===== src/rtl/mult_operand_sequencer.sv =====
// Operand FIFO and job sequencer in front of a start/done sequential multiplier.
// Jobs are run one at a time under a watchdog; each outcome lands in a single result slot.
module mult_operand_sequencer #(
    parameter int WIDTH       = 8,
    parameter int FIFO_DEPTH  = 4,
    parameter int TIMEOUT_CYC = 64
) (
    input  logic               clk,
    input  logic               rst_n,
    input  logic               in_valid,
    output logic               in_ready,
    input  logic [WIDTH-1:0]   in_a,
    input  logic [WIDTH-1:0]   in_b,
    output logic [WIDTH-1:0]   mul_a,
    output logic [WIDTH-1:0]   mul_b,
    output logic               mul_start,
    input  logic               mul_done,
    input  logic [2*WIDTH-1:0] mul_m,
    output logic               out_valid,
    input  logic               out_ready,
    output logic [WIDTH-1:0]   out_a,
    output logic [WIDTH-1:0]   out_b,
    output logic [2*WIDTH-1:0] out_m,
    output logic               out_err,
    output logic               busy
);
    localparam int PW  = (FIFO_DEPTH > 1) ? $clog2(FIFO_DEPTH) : 1;
    localparam int CW  = $clog2(FIFO_DEPTH) + 1;
    localparam int WDW = (TIMEOUT_CYC > 1) ? $clog2(TIMEOUT_CYC) : 1;

    localparam logic [1:0] IDLE  = 2'd0;
    localparam logic [1:0] RUN   = 2'd1;
    localparam logic [1:0] DRAIN = 2'd2;

    logic [WIDTH-1:0]   fifo_a_q [FIFO_DEPTH];
    logic [WIDTH-1:0]   fifo_b_q [FIFO_DEPTH];
    logic [PW-1:0]      wr_ptr_q, rd_ptr_q;
    logic [CW-1:0]      count_q;
    logic [1:0]         state_q, state_d;
    logic [WDW-1:0]     wd_q, wd_d;
    logic [WIDTH-1:0]   mul_a_q, mul_a_d, mul_b_q, mul_b_d;
    logic               mul_start_q, mul_start_d;
    logic               out_valid_q, out_valid_d;
    logic [WIDTH-1:0]   out_a_q, out_a_d, out_b_q, out_b_d;
    logic [2*WIDTH-1:0] out_m_q, out_m_d;
    logic               out_err_q, out_err_d;
    logic               push, pop, fifo_empty;

    assign fifo_empty = (count_q == '0);
    assign in_ready   = (count_q != CW'(FIFO_DEPTH));
    assign push       = in_valid && in_ready;

    always_comb begin
        state_d     = state_q;
        wd_d        = wd_q;
        mul_a_d     = mul_a_q;
        mul_b_d     = mul_b_q;
        mul_start_d = mul_start_q;
        out_valid_d = out_valid_q;
        out_a_d     = out_a_q;
        out_b_d     = out_b_q;
        out_m_d     = out_m_q;
        out_err_d   = out_err_q;
        pop         = 1'b0;

        if (out_valid_q && out_ready)
            out_valid_d = 1'b0;

        case (state_q)
            // Launch waits for an empty result slot, even if it is being accepted now.
            IDLE: begin
                if (!fifo_empty && !out_valid_q) begin
                    pop         = 1'b1;
                    mul_a_d     = fifo_a_q[rd_ptr_q];
                    mul_b_d     = fifo_b_q[rd_ptr_q];
                    mul_start_d = 1'b1;
                    wd_d        = '0;
                    state_d     = RUN;
                end
            end
            RUN: begin
                wd_d = wd_q + 1'b1;
                if (mul_done) begin
                    out_m_d     = mul_m;
                    out_a_d     = mul_a_q;
                    out_b_d     = mul_b_q;
                    out_err_d   = 1'b0;
                    out_valid_d = 1'b1;
                    mul_start_d = 1'b0;
                    state_d     = DRAIN;
                end else if (wd_q == WDW'(TIMEOUT_CYC - 1)) begin
                    out_m_d     = '0;
                    out_a_d     = mul_a_q;
                    out_b_d     = mul_b_q;
                    out_err_d   = 1'b1;
                    out_valid_d = 1'b1;
                    mul_start_d = 1'b0;
                    state_d     = DRAIN;
                end
            end
            DRAIN: begin
                if (!mul_done)
                    state_d = IDLE;
            end
            default: state_d = IDLE;
        endcase
    end

    // Storage has no reset: entries are only read behind a nonzero count.
    always_ff @(posedge clk) begin
        if (push) begin
            fifo_a_q[wr_ptr_q] <= in_a;
            fifo_b_q[wr_ptr_q] <= in_b;
        end
    end

    always_ff @(posedge clk or negedge rst_n) begin
        if (!rst_n) begin
            wr_ptr_q    <= '0;
            rd_ptr_q    <= '0;
            count_q     <= '0;
            state_q     <= IDLE;
            wd_q        <= '0;
            mul_a_q     <= '0;
            mul_b_q     <= '0;
            mul_start_q <= 1'b0;
            out_valid_q <= 1'b0;
            out_a_q     <= '0;
            out_b_q     <= '0;
            out_m_q     <= '0;
            out_err_q   <= 1'b0;
        end else begin
            if (push)
                wr_ptr_q <= (wr_ptr_q == PW'(FIFO_DEPTH - 1)) ? '0 : wr_ptr_q + 1'b1;
            if (pop)
                rd_ptr_q <= (rd_ptr_q == PW'(FIFO_DEPTH - 1)) ? '0 : rd_ptr_q + 1'b1;
            if (push && !pop)
                count_q <= count_q + 1'b1;
            else if (pop && !push)
                count_q <= count_q - 1'b1;
            state_q     <= state_d;
            wd_q        <= wd_d;
            mul_a_q     <= mul_a_d;
            mul_b_q     <= mul_b_d;
            mul_start_q <= mul_start_d;
            out_valid_q <= out_valid_d;
            out_a_q     <= out_a_d;
            out_b_q     <= out_b_d;
            out_m_q     <= out_m_d;
            out_err_q   <= out_err_d;
        end
    end

    assign mul_a     = mul_a_q;
    assign mul_b     = mul_b_q;
    assign mul_start = mul_start_q;
    assign out_valid = out_valid_q;
    assign out_a     = out_a_q;
    assign out_b     = out_b_q;
    assign out_m     = out_m_q;
    assign out_err   = out_err_q;
    assign busy      = (state_q != IDLE) || !fifo_empty;

endmodule

===== config.mk =====
export PLATFORM = sky130hd
export DESIGN_NAME = mult_operand_sequencer
export DESIGN_NICKNAME = d
export VERILOG_FILES = /design/src/rtl/mult_operand_sequencer.sv
export SDC_FILE = /design/constraint.sdc
export NUM_CORES = 1
export LEC_CHECK = 0
export ABC_AREA = 1
export BUFFER_PORTS_ARGS = -buffer_cell sky130_fd_sc_hd__clkbuf_2
export CAP_MARGIN = 10
export CORE_MARGIN = 1
export CORE_UTILIZATION = 30
export DETAILED_ROUTE_END_ITERATION = 16
export PLACE_DENSITY = 0.52
export SLEW_MARGIN = 15
export SYNTH_ARGS = -nofsm -noshare
export SYNTH_HDL_FRONTEND = slang
export SYNTH_SLANG_ARGS = --single-unit

===== constraint.sdc =====
create_clock -name clk -period 2.4 [get_ports clk]
set_clock_uncertainty 0.2 [all_clocks]
set_input_delay 0.48 -clock clk [delete_from_list [all_inputs] [get_ports clk]]
set_output_delay 0.48 -clock clk [all_outputs]
set_load 0.005 [all_outputs]

======== Word level (Yosys, flattened, before mapping) ========
Memory sizes are Yosys's and may differ from the RTL's. A register that Yosys moved wholly into a read port is not among the register bits.
Cells that the tools add are included.
cells by class
  add/sub/neg operators ................... 5
  $mul .................................... 0
  div/mod/pow operators ................... 0
  order comparisons ....................... 0
  equality and inequality tests ........... 9
  shift operators ......................... 0
  mux-type cells .......................... 31
  bitwise operators ....................... 0
  reductions and logical operators ........ 23
operators with widths
  operator               number
  $mux W16               2
  $mux W8                4
  $mux W1                13
  $mux W2                6
  $pmux W6 S2            1
  $reduce_bool A2 Y1     4
  $add A6 B1 Y6 const B  1
  $eq A2 B2 Y1 const B   3
  $eq A6 B6 Y1 const B   1
  $logic_not A1 Y1       6
  $mux W3                2
  $mux W6                1
  $ne A3 B3 Y1 const B   2
  $pmux W2 S3            1
  $reduce_and A2 Y1      3
  $reduce_and A3 Y1      2
  $logic_and A1 B1 Y1    5
  $add A2 B1 Y2 const B  2
  $ne A2 B2 Y1 const B   2
  $add A3 B1 Y3 const B  1
  $logic_not A3 Y1       1
  $sub A3 B1 Y3 const B  1
  $eq A2 B1 Y1 const B   1
  $logic_not A2 Y1       1
  other kinds (2)        2
word-level totals
  bits in registers ....................... 50
  bits in latches ......................... 0
  RAM bits ................................ 64
  memory bits (read-only) ................. 0
  input port bits ......................... 37
  output and inout bits ................... 53
  logic and storage cells ................. 81
  memories ................................ 2
memory list
  name      words  width  rd ports  clocked after memory_dff  wr ports  line  source
  fifo_a_q  4      8      1         1                         1         35    logic [WIDTH-1:0] fifo_a_q [FIFO_DEPTH];
  fifo_b_q  4      8      1         1                         1         36    logic [WIDTH-1:0] fifo_b_q [FIFO_DEPTH];

======== Longest topological paths before layout ========
Gate-level depths: netlist of the first run.
  word-level depth ........................ 8
  mapped depth ............................ 10

======== Least setup slack after synthesis of the first run ========
Ideal clock, no wire load.
  path type ............................... reg-to-reg
  start ................................... register count_q[0]
  end ..................................... register count_q[2]
  library setup time ...................... 0.079 ns
  arrival ................................. 1.993 ns
  path slack .............................. 0.128 ns
  cell stages (with the launch flop) ...... 11
  buffers on the path ..................... 1
  clock period less this slack ............ 2.272 ns
  cell sequence ........................... dfrtp_1 > inv_1 > nand3_1 > nand3_1 > buf_2 > ha_1 > inv_1 > fa_1 > or2_2 > nand2_1 > xor2_1
on the way
  longest elaborated chain between the ends .. 8
  elaborated cells between the ends (all ways) .. 16
  classes of those cells .................. 2 x add/sub; 1 x eq/ne; 4 x mux; 9 x reduce/logical
RTL lines
  element                                        line  source
  from (decl)                                    38    logic [CW-1:0] count_q;
  from (signal assigned)                         138   count_q <= count_q + 1'b1;
  from (signal assigned)                         140   count_q <= count_q - 1'b1;
  $logic_not A3 Y1                               49    assign fifo_empty = (count_q == '0);
  $logic_not A1 Y1                               72    if (!fifo_empty && !out_valid_q) begin
  $logic_and A1 B1 Y1                            72
  $mux W1                                        72
  $mux W1                                        69    case (state_q)
  $logic_not A1 Y1                               137   if (push && !pop)
  $logic_and A1 B1 Y1                            137
  $mux W3 or $reduce_bool A2 Y1 (tied branches)  --
Parallel ways exist; a longest one is shown, timed or not. The select of a mux whose other input is x is not followed.
A chain may end at the register's enable or synchronous reset.

======== Worst setup path in the final report of the first run ========
  start ................................... register count_q[0]
  end ..................................... register count_q[2]
on the way
  elaborated cells between the ends (all ways) .. 16
  classes of those cells .................. 2 x add/sub; 1 x eq/ne; 4 x mux; 9 x reduce/logical
RTL lines
  element                              line  source
  $ne A3 B3 Y1 *                       50    assign in_ready = (count_q != CW'(FIFO_DEPTH));
  $logic_and A1 B1 Y1 *                51    assign push = in_valid && in_ready;
  via push                             47    logic push, pop, fifo_empty;
  $logic_not A1 Y1                     139   else if (pop && !push)
  $logic_and A1 B1 Y1                  139
  $reduce_bool A2 Y1 (no source line)  --
The timed path passes the listed nets; every way through them passes the cells marked *. The select of a mux whose other input is x is not followed.

==> key figures, run 1 <==
Placed design
  • GP Congestion: 0.799
  • Placed cell areas: 6200 µm²
  • IO Port Bufs: 89
  • Detailed-placement wirelength estimate: 7980 µm
  • Pre-CTS setup slack: 0.226 ns
  • Placed Cells: 880

Drt
  • DRC: 0
  • Drt first pass iters: 4
  • Final ANT Viol Nets: 0
  • Vias: 3,871
  • 1st-iter DRT viols: 217
  • Total wire length: 11,700 µm
  • WL/cell: 12.8 µm
  • Vias per inst: 4.24

Worst setup path
  • CP endpoint kind: register
  • CP Launch Type: register
  • Worst EP required: 2.53 ns
  • CP arrival: 2.30 ns
  • Max FO, Critical Path: 3
  • Kind of critical path: register to register

Timing
  • Max Fclk: 462 MHz
  • Setup TNS: 0 ns
  • Final WS setup: 0.235 ns
  • Final min period: 2.16 ns
  • RSZ-0062 raised after global routing: false
  • Worst rel slew slack: 31.9%
  • Slew Viols, Final: 0
  • Worst-Margin Slew: 1.02 ns
  • Fin. Hold Viols: 0
  • Final Setup Violations: 0
  • Final worst-path cycle share: 90.2%
  • WHS: 0.0442 ns

Floorplan
  • Core region area: 18,000 µm²
  • Die Area: 18,800 µm²
  • Die Span X: 137 µm
  • Die H: 137 µm
  • Initial core utilization: 30.5%
  • IO Count: 90
  • # rows: 49

Cells and area
  • Area delta synth->final: 24.1%
  • Design area: 6810 µm²
  • Final Util: 37.9%
  • ANT cells: 0
  • Post-Layout Cell Count: 913
  • Fin nets: 716
  • Layout cells sized above 1: 20.6%

CTS
  • Latest clock arrival within the worst-skew pair: 0.41 ns
  • CTS H-tree lvls: 4
  • CTS buffer count: 17
  • Root Driver: clkbuf_16
  • CTS tree: built
  • CTS clk-pin slew, worst paths: 0.05 ns
  • Maximum clock insertion buffer count: 2
  • Clock sink count: 130

Run status
  • Status: finished, final reports clean

GRT
  • GR Overflow Total: 0
  • First-pass GRT wire length: 18,400 µm
  • Largest net degree at the start of global routing: 68
  • GRT Total Usage: 13.2%
  • Initial antenna violation count: 0
  • Vias in the first global route: 3,650

Logic synthesis
  • Mapped Nets: 616
  • Number of synthesized flops with an enable pin: 64
  • Area leader, netlist: edfxtp_1
  • Yosys top cell area share: 35.0%
  • Top post-synthesis cells by count: nand2_1, nor2_1, dfrtp_1, edfxtp_1, inv_1
  • Yosys reg bits: 130
  • Cell variety after synth: 26
  • Cells after synthesis: 571
  • Syn. warnings: 0
  • Synth Area per Inst: 9.61 µm²
  • Sequential area share after synthesis: 65.1%
  • Most common cell in the netlist: nand2_1
  • Cell Area, Synth: 5490 µm²
  • Top area cells in the synthesized netlist: edfxtp_1, dfrtp_1, nand2_1
  • Top FF cell, synth: dfrtp_1
  • Async SR Flop Fraction: 50.8%

Pwr
  • Peak VDD IR: 0.616 mV
  • P per Cell Area: 1310 nW/µm²
  • Pwr Total: 8.93 mW
  • P_leak: 3.37 nW

Hold path
  • Hold WC Path Type: input pin to register

Run
  • Max-cap violations: 0
report_power, final:
| group | leakage (nW) | switching (mW) | internal [mW] |
|---|---|---|---|
| sequential | 1.41 | 0.547 | 3.08 |
| combinational | 1.66 | 1.68 | 1.05 |
| clock | 0.296 | 0.899 | 1.67 |
| total | 3.37 | 3.13 | 5.80 |
flip-flops by register name, indices dropped and copies added (netlist names):
register / flops
count_q: 3
wd_q: 6
mul_start: 1
state_q: 2
wr_ptr_q: 2
mul_a: 8
out_m: 16
fifo_b_q: 32
out_b: 8
out_a: 8
out_valid: 1
fifo_a_q: 32
mul_b: 8
out_err: 1
rd_ptr_q: 2
placed cells by master, fill, tap and decap left out, types with 2 or more instances in the layout:
cell / netlist / layout
nand2_1: 218 / 218
clkbuf_2: 0 / 88
nor2_1: 71 / 71
dfrtp_1: 66 / 65
edfxtp_1: 64 / 64
inv_1: 51 / 51
nand3_1: 45 / 45
clkbuf_16: 0 / 18
buf_4: 4 / 13
o21ai_0: 9 / 9
ha_1: 7 / 7
or2_2: 3 / 3
clkbuf_1: 4 / 3
clkbuf_8: 0 / 3
clkinv_2: 0 / 3
a21oi_1: 2 / 2
bufinv_16: 0 / 2
per-layer routing:
layer / track usage [%] / part of all wire [%] / vias to the layer above
li1: - / - / 1997
met1: 15.9 / 46 / 1771
met2: 21.6 / 47 / 87
met3: 4.08 / 5.7 / 16
met4: 6.04 / 1.5 / 0
met5: 0 / 0 / -
area by class of cell:
| cell class | count | area [µm²] |
|---|---|---|
| Clock buffer | 24 | 503 |
| Clock inverter | 8 | 97.6 |
| Fill cell | 1770 | 11200 |
| Inverter | 53 | 199 |
| Multi-Input combinational cell | 365 | 1570 |
| Sequential cell | 130 | 3570 |
| Tap cell | 229 | 287 |
| Timing Repair Buffer | 104 | 573 |
path summary, 6_finish.rpt:
kind / startpoint / end / slack (ns) / cells past startpoint
worst min register to register: out_m[7] / out_m[7] / 0.27 / 2
min in group asynchronous: rst_n / mul_a[3] / 0.35 / 2
worst max-delay path: count_q[0] / count_q[2] / 0.24 / 10
max in group asynchronous: rst_n / rd_ptr_q[0] / 1.03 / 3
worst max register to register: count_q[0] / count_q[2] / 0.24 / 10
worst min-delay path: out_ready / out_valid / 0.04 / 2
cell families (layout without fill, tap and decap cells):
| logic type | count (synthesis) | after routing | synth area share [%] |
|---|---|---|---|
| AOI/OAI and AO/OA | 14 | 14 | 1.57 |
| xor gates and xnor gates | 2 | 2 | 0.319 |
| adders and majority gates | 8 | 8 | 1.96 |
| buffers and inverters | 76 | 189 | 6.16 |
| DFF | 130 | 130 | 65.1 |
| and+or+nand+nor | 341 | 341 | 24.8 |
timing repair:
action | CTS | global route
buffers inserted | 0 | 0
endpoints found under the hold margin | 17 | 0
resized for setup | 0 | 0
hold buffers | 1 | 0
worst max-delay path, cell delays in order (launching register included):
cell     delay [ns]
dfrtp_1        0.41
inv_1          0.10
nand3_1        0.12
nand2_1        0.07
inv_1          0.09
ha_1           0.14
inv_1          0.06
fa_1           0.37
or2_2          0.30
nand2_1        0.08
xor2_1         0.14
(Power assumes the default switching activity.)
==> inputs of run 2 (changes only) <==
==> constraint.sdc (replaced) <==
create_clock -name clk -period 2.4 [get_ports clk]
set_clock_uncertainty 0.2 [all_clocks]
set_input_delay 0.36 -clock clk [delete_from_list [all_inputs] [get_ports clk]]
set_output_delay 0.36 -clock clk [all_outputs]
set_load 0.005 [all_outputs]
==> run 2 against run 1 <==
Against the previous run:
- die area did not move
- sequential cell count did not move
- fmax decreased by 1.4%
- design area rose by 4.4%
==> key figures, run 2 (synthesis gave the netlist of run 1 again) <==
Worst setup path
  • R2R cell count: 10
  • CP Launch Type: register
  • CP arrival: 2.33 ns
  • Critical path launch point: count_q[0]
  • Flop2flop setup slack: 0.20 ns
  • Critical Path Sink: count_q[2]
  • Reg2reg start: count_q[0]
  • R2r endpoint: count_q[2]
  • CP endpoint kind: register
  • Max FO, Critical Path: 3
  • Worst EP required: 2.53 ns
  • Kind of critical path: register to register

CTS
  • Cts repair resizes: 0
  • CTS clk-pin slew, worst paths: 0.05 ns
  • Root Driver: clkbuf_16
  • CTS buffer count: 17
  • Latest clock arrival within the worst-skew pair: 0.41 ns
  • Clock sink count: 130
  • Postcts setup bufs: 0
  • CTS H-tree lvls: 4
  • Maximum clock insertion buffer count: 2
  • CTS tree: built
  • Hold buffers post-CTS: 34

GRT
  • GR Overflow Total: 0
  • Initial antenna violation count: 0
  • First-pass GRT wire length: 19,300 µm
  • Vias in the first global route: 3,941
  • Largest net degree at the start of global routing: 68
  • GRT Total Usage: 13.7%

Drt
  • 1st-iter DRT viols: 221
  • Vias: 3,998
  • Final ANT Viol Nets: 0
  • Vias per inst: 4.23
  • Drt first pass iters: 4
  • Total wire length: 12,000 µm
  • DRC: 0
  • WL/cell: 12.7 µm

Cells and area
  • Most common cell after layout, fill and taps aside: nand2_1
  • Register area: 3570 µm²
  • Commonest non-fill, non-tap cells in the layout: nand2_1, clkbuf_2, nor2_1, dfrtp_1, edfxtp_1
  • Area delta synth->final: 29.6%
  • Layout cells sized above 1: 19.2%
  • Multi-input gate area: 1570 µm²
  • Fin nets: 750
  • Design area: 7110 µm²
  • ANT cells: 0
  • FILL cells: 1,750

Timing
  • Max Fclk: 456 MHz
  • RSZ-0062 raised after global routing: false
  • Setup TNS: 0 ns
  • Final worst-path cycle share: 91.5%
  • Final Setup Violations: 0
  • Worst rel slew slack: 30.0%
  • WHS: 0.0988 ns
  • Worst-Margin Slew: 1.05 ns
  • Slew Viols, Final: 0
  • Fin. Hold Viols: 0
  • Final min period: 2.20 ns

Floorplan
  • Die Area: 18,800 µm²
  • Die Span X: 137 µm
  • Die H: 137 µm
  • IO Count: 90
  • Core region area: 18,000 µm²
  • # rows: 49
  • Initial core utilization: 30.5%

Pwr
  • Peak VDD IR: 0.615 mV
  • P_leak: 3.49 nW
  • P per Cell Area: 1250 nW/µm²

Placed design
  • Placed cell areas: 6190 µm²
  • GP Congestion: 0.801
  • Detailed-placement wirelength estimate: 8210 µm
  • IO Port Bufs: 89

Run status
  • Status: finished, final reports clean

Run
  • Max-cap violations: 0

Hold path
  • Hold WC Path Type: input pin to register
run 2: cell count changes in the layout (fill, tap and decap cells not counted), sizes merged:
cell / previous run / this run
dlygate4sd3: 1 / 34
clkbuf: 112 / 114
clkinv: 5 / 3
buf: 15 / 16
inv: 53 / 52
run 2: worst min path at each step:
stage                       end  slack [ns]  depth (start not counted)      from
floorplan            count_q[0]       -0.14                          0     rst_n
global placement       out_m[7]        0.22                          2     rst_n
detailed placement     out_m[7]        0.22                          2     rst_n
CTS                 wr_ptr_q[1]        0.08                          4  in_valid
global route        wr_ptr_q[1]        0.14                          4  in_valid
finish              wr_ptr_q[1]         0.1                          4  in_valid
run 2: power breakdown:
part           switching (mW)  internal [mW]  total, mW  leakage, nW
Sequential              0.557           3.08       3.64         1.41
Clock                   0.851           1.64       2.49        0.280
Combinational            1.70           1.08       2.78         1.79
run 2: critical path, cell delays in order, from the launching register on:
cell and delay (ns):
dfrtp_1 0.41, inv_1 0.09, nand3_1 0.11, nand2_1 0.08
inv_1 0.09, ha_1 0.14, inv_1 0.07, fa_1 0.39
or2_2 0.31, nand2_1 0.08, xor2_1 0.15
run 2: final cells by class:
type / count / area share [%]
clock buffers: 26 / 7.04
clock inverters: 5 / 1.09
repair buffers: 138 / 12.6
flip-flops and latches: 130 / 50.3
well taps: 229 / 4.03
multi-input cells: 365 / 22.1
inverters: 53 / 2.80
run 2: routing by layer:
layer	wire, µm	GRT usage, %	vias to the layer above
met5	0	0	-
met4	173	5.92	0
met3	586	4.05	14
met2	5730	23.6	99
met1	5510	15.9	1828
li1	-	-	2057
run 2: through the flow:
step	total power, mW	util, %	setup WS, ns	instances
detailed placement	6.48	34.5	0.235	881
finish	8.91	39.6	0.205	946
global route	9.66	39.6	0.0322	946
CTS	9.06	39.6	0.208	946
floorplan	5.38	-	0.128	571
global placement	6.38	34.5	0.304	881
==> inputs of run 3 (changes only) <==
--- a/config.mk
+++ b/config.mk
@@ -5,13 +5,12 @@
 export SDC_FILE = /design/constraint.sdc
 export NUM_CORES = 1
 export LEC_CHECK = 0
-export ABC_AREA = 1
 export BUFFER_PORTS_ARGS = -buffer_cell sky130_fd_sc_hd__clkbuf_2
 export CAP_MARGIN = 10
 export CORE_MARGIN = 1
-export CORE_UTILIZATION = 30
+export CORE_UTILIZATION = 50
 export DETAILED_ROUTE_END_ITERATION = 16
-export PLACE_DENSITY = 0.52
+export PLACE_DENSITY = 0.77
 export SLEW_MARGIN = 15
 export SYNTH_ARGS = -nofsm -noshare
 export SYNTH_HDL_FRONTEND = slang
==> run 3 against run 2 <==
Against the previous run:
- sequential power about the same
- area after synthesis is 4.8% lower
- cell count is 36% lower
- setup slack lost 0.0092 ns
- global-route usage grew 5.7 points
- combinational power decreased by 2%
- fmax decreased by 0.42%
- synthesized cell count decreased by 45%
- wire length fell by 20%
- sequential share of layout area up 2.5 points
- clock power is 3% lower
- die area decreased by 42%
- highest routed layer unchanged
==> key figures, run 3 <==
Run status
  • Status: finished, final reports clean

GRT
  • Vias in the first global route: 3,242
  • GR Overflow Total: 0
  • Largest net degree at the start of global routing: 41
  • Initial antenna violation count: 0
  • GRT Total Usage: 19.5%
  • First-pass GRT wire length: 15,900 µm

CTS
  • CTS clk-pin slew, worst paths: 0.06 ns
  • CTS H-tree lvls: 4
  • Maximum clock insertion buffer count: 2
  • Latest clock arrival within the worst-skew pair: 0.52 ns
  • CTS tree: built
  • Root Driver: clkbuf_8
  • CTS buffer count: 17
  • Clock sink count: 130
  • Postcts setup bufs: 0

Logic synthesis
  • Yosys top cell area share: 36.8%
  • Cells after synthesis: 314
  • Top FF cell, synth: dfrtp_1
  • Syn. warnings: 0
  • Synth Area per Inst: 16.6 µm²
  • Number of synthesized flops with an enable pin: 64
  • Top post-synthesis cells by count: dfrtp_1, edfxtp_1, nand2_1, mux2_2, o21ai_0
  • Most common cell in the netlist: dfrtp_1
  • Area leader, netlist: edfxtp_1
  • Cell Area, Synth: 5220 µm²
  • Yosys reg bits: 130
  • Cell variety after synth: 42
  • Sequential area share after synthesis: 68.4%
  • Async SR Flop Fraction: 50.8%
  • Mapped Nets: 359
  • Top area cells in the synthesized netlist: edfxtp_1, dfrtp_1, mux2_2

Drt
  • Final ANT Viol Nets: 0
  • Vias: 3,060
  • Vias per inst: 5.08
  • WL/cell: 16.0 µm
  • Total wire length: 9660 µm
  • DRC: 0
  • Drt first pass iters: 4
  • 1st-iter DRT viols: 144

Worst setup path
  • CP arrival: 2.44 ns
  • Kind of critical path: register to register
  • Worst EP required: 2.64 ns
  • Critical path launch point: count_q[1]
  • CP Cell Sequence: nor3_4, nor4_4, inv_1, ha_1, inv_1, fa_1, xor2_1, nor2_1, xor2_1
  • WP buf/inv: 2
  • Max FO, Critical Path: 4
  • Largest stage delay on the critical path: 0.44 ns
  • Reg2reg start: count_q[1]
  • CP endpoint kind: register
  • CP max stage cell: dfrtp_1
  • Critical path's top delay family: adder cells
  • CP Launch Type: register

Timing
  • Setup TNS: 0 ns
  • Final Setup Violations: 0
  • Max Fclk: 454 MHz
  • Final worst-path cycle share: 91.9%
  • RSZ-0062 raised after global routing: false
  • WHS: 0.210 ns
  • Worst rel slew slack: 48.7%
  • Final WS setup: 0.195 ns
  • Final min period: 2.20 ns
  • Fin. Hold Viols: 0
  • Slew Viols, Final: 0
  • Worst-Margin Slew: 0.769 ns

Placed design
  • Pre-CTS setup slack: 0.151 ns
  • Detailed-placement wirelength estimate: 6060 µm
  • GP Congestion: 0.809
  • Placed cell areas: 5850 µm²
  • Placed Cells: 535
  • IO Port Bufs: 89

Floorplan
  • # rows: 36
  • Die H: 104 µm
  • Core region area: 9950 µm²
  • Die Span X: 104 µm
  • Initial core utilization: 52.5%
  • IO Count: 90
  • Die Area: 10,900 µm²

Cells and area
  • Most common cell after layout, fill and taps aside: clkbuf_2
  • Fin nets: 501
  • Area delta synth->final: 29.6%
  • Final Util: 68.0%
  • Design area: 6770 µm²
  • ANT cells: 0
  • Commonest non-fill, non-tap cells in the layout: clkbuf_2, dfrtp_1, edfxtp_1, nand2_1, dlygate4sd3_1
  • Post-Layout Cell Count: 602
  • Layout cells sized above 1: 38.8%
  • Multi-input gate area: 1520 µm²
  • Register area: 3570 µm²
  • FILL cells: 646

Hold path
  • Hold WC Path Type: input pin to async pin

Pwr
  • P_leak: 2.92 nW
  • Pwr Total: 8.77 mW
  • P per Cell Area: 1290 nW/µm²
  • Peak VDD IR: 0.688 mV

Run
  • Max-cap violations: 0
[run 3: cell types whose count changed in the layout (fill, tap and decap cells not counted), moves of 10 or more]
cell | previous run | this run
nand2_1 | 218 | 35
nor2_1 | 71 | 10
nand3_1 | 45 | 2
mux2_2 | 0 | 27
o21ai_0 | 9 | 19
inv_1 | 51 | 11
[run 3: path summary, 6_finish.rpt]
path	to	slack, ns	depth (start not counted)
setup / recovery	count_q[2]	0.20	9
hold / removal	out_m[12]	0.21	2
setup reg to reg	count_q[2]	0.20	9
hold reg to reg	out_a[1]	0.29	1
max in group asynchronous	out_m[1]	1.15	3
min in group clk	wr_ptr_q[0]	0.28	4
[run 3: metal layers]
metal  vias to the layer above  global-route usage [%]  wire (µm)
met5                         -                       0          0
met4                         0                    8.27        125
met3                        14                    6.02        433
met2                        85                    32.0       4890
met1                      1517                    23.9       4210
li1                       1444                       -          -
[run 3: what timing repair did]
item | in CTS | in global routing
endpoints found under the setup margin | 0 | 1
endpoints found under the hold margin | 109 | 0
resized for setup | 0 | 1
hold buffers | 35 | 0
[run 3: final cells by class]
cell class              instances  area share, %
clock inverters                13           1.50
inverters                      11          0.610
multi-input cells             160           22.5
repair buffers                136           13.3
flip-flops and latches        130           52.8
clock buffers                  19           6.86
well taps                     133           2.46
[run 3: report_power, final]
part	switching, mW	total [mW]	internal, mW	leakage, nW
combinational	1.24	2.73	1.50	1.24
sequential	0.494	3.62	3.13	1.39
clock	0.921	2.41	1.49	0.293
[run 3: cell families after synthesis]
logic type | count (synthesis) | share of synthesized area, %
DFF | 130 | 68.4
muxes | 55 | 16.4
AOI/OAI and AO/OA | 31 | 3.62
and+or+nand+nor | 61 | 5.97
adders and majority gates | 8 | 2.06
buffers and inverters | 24 | 2.68
xor gates and xnor gates | 5 | 0.839
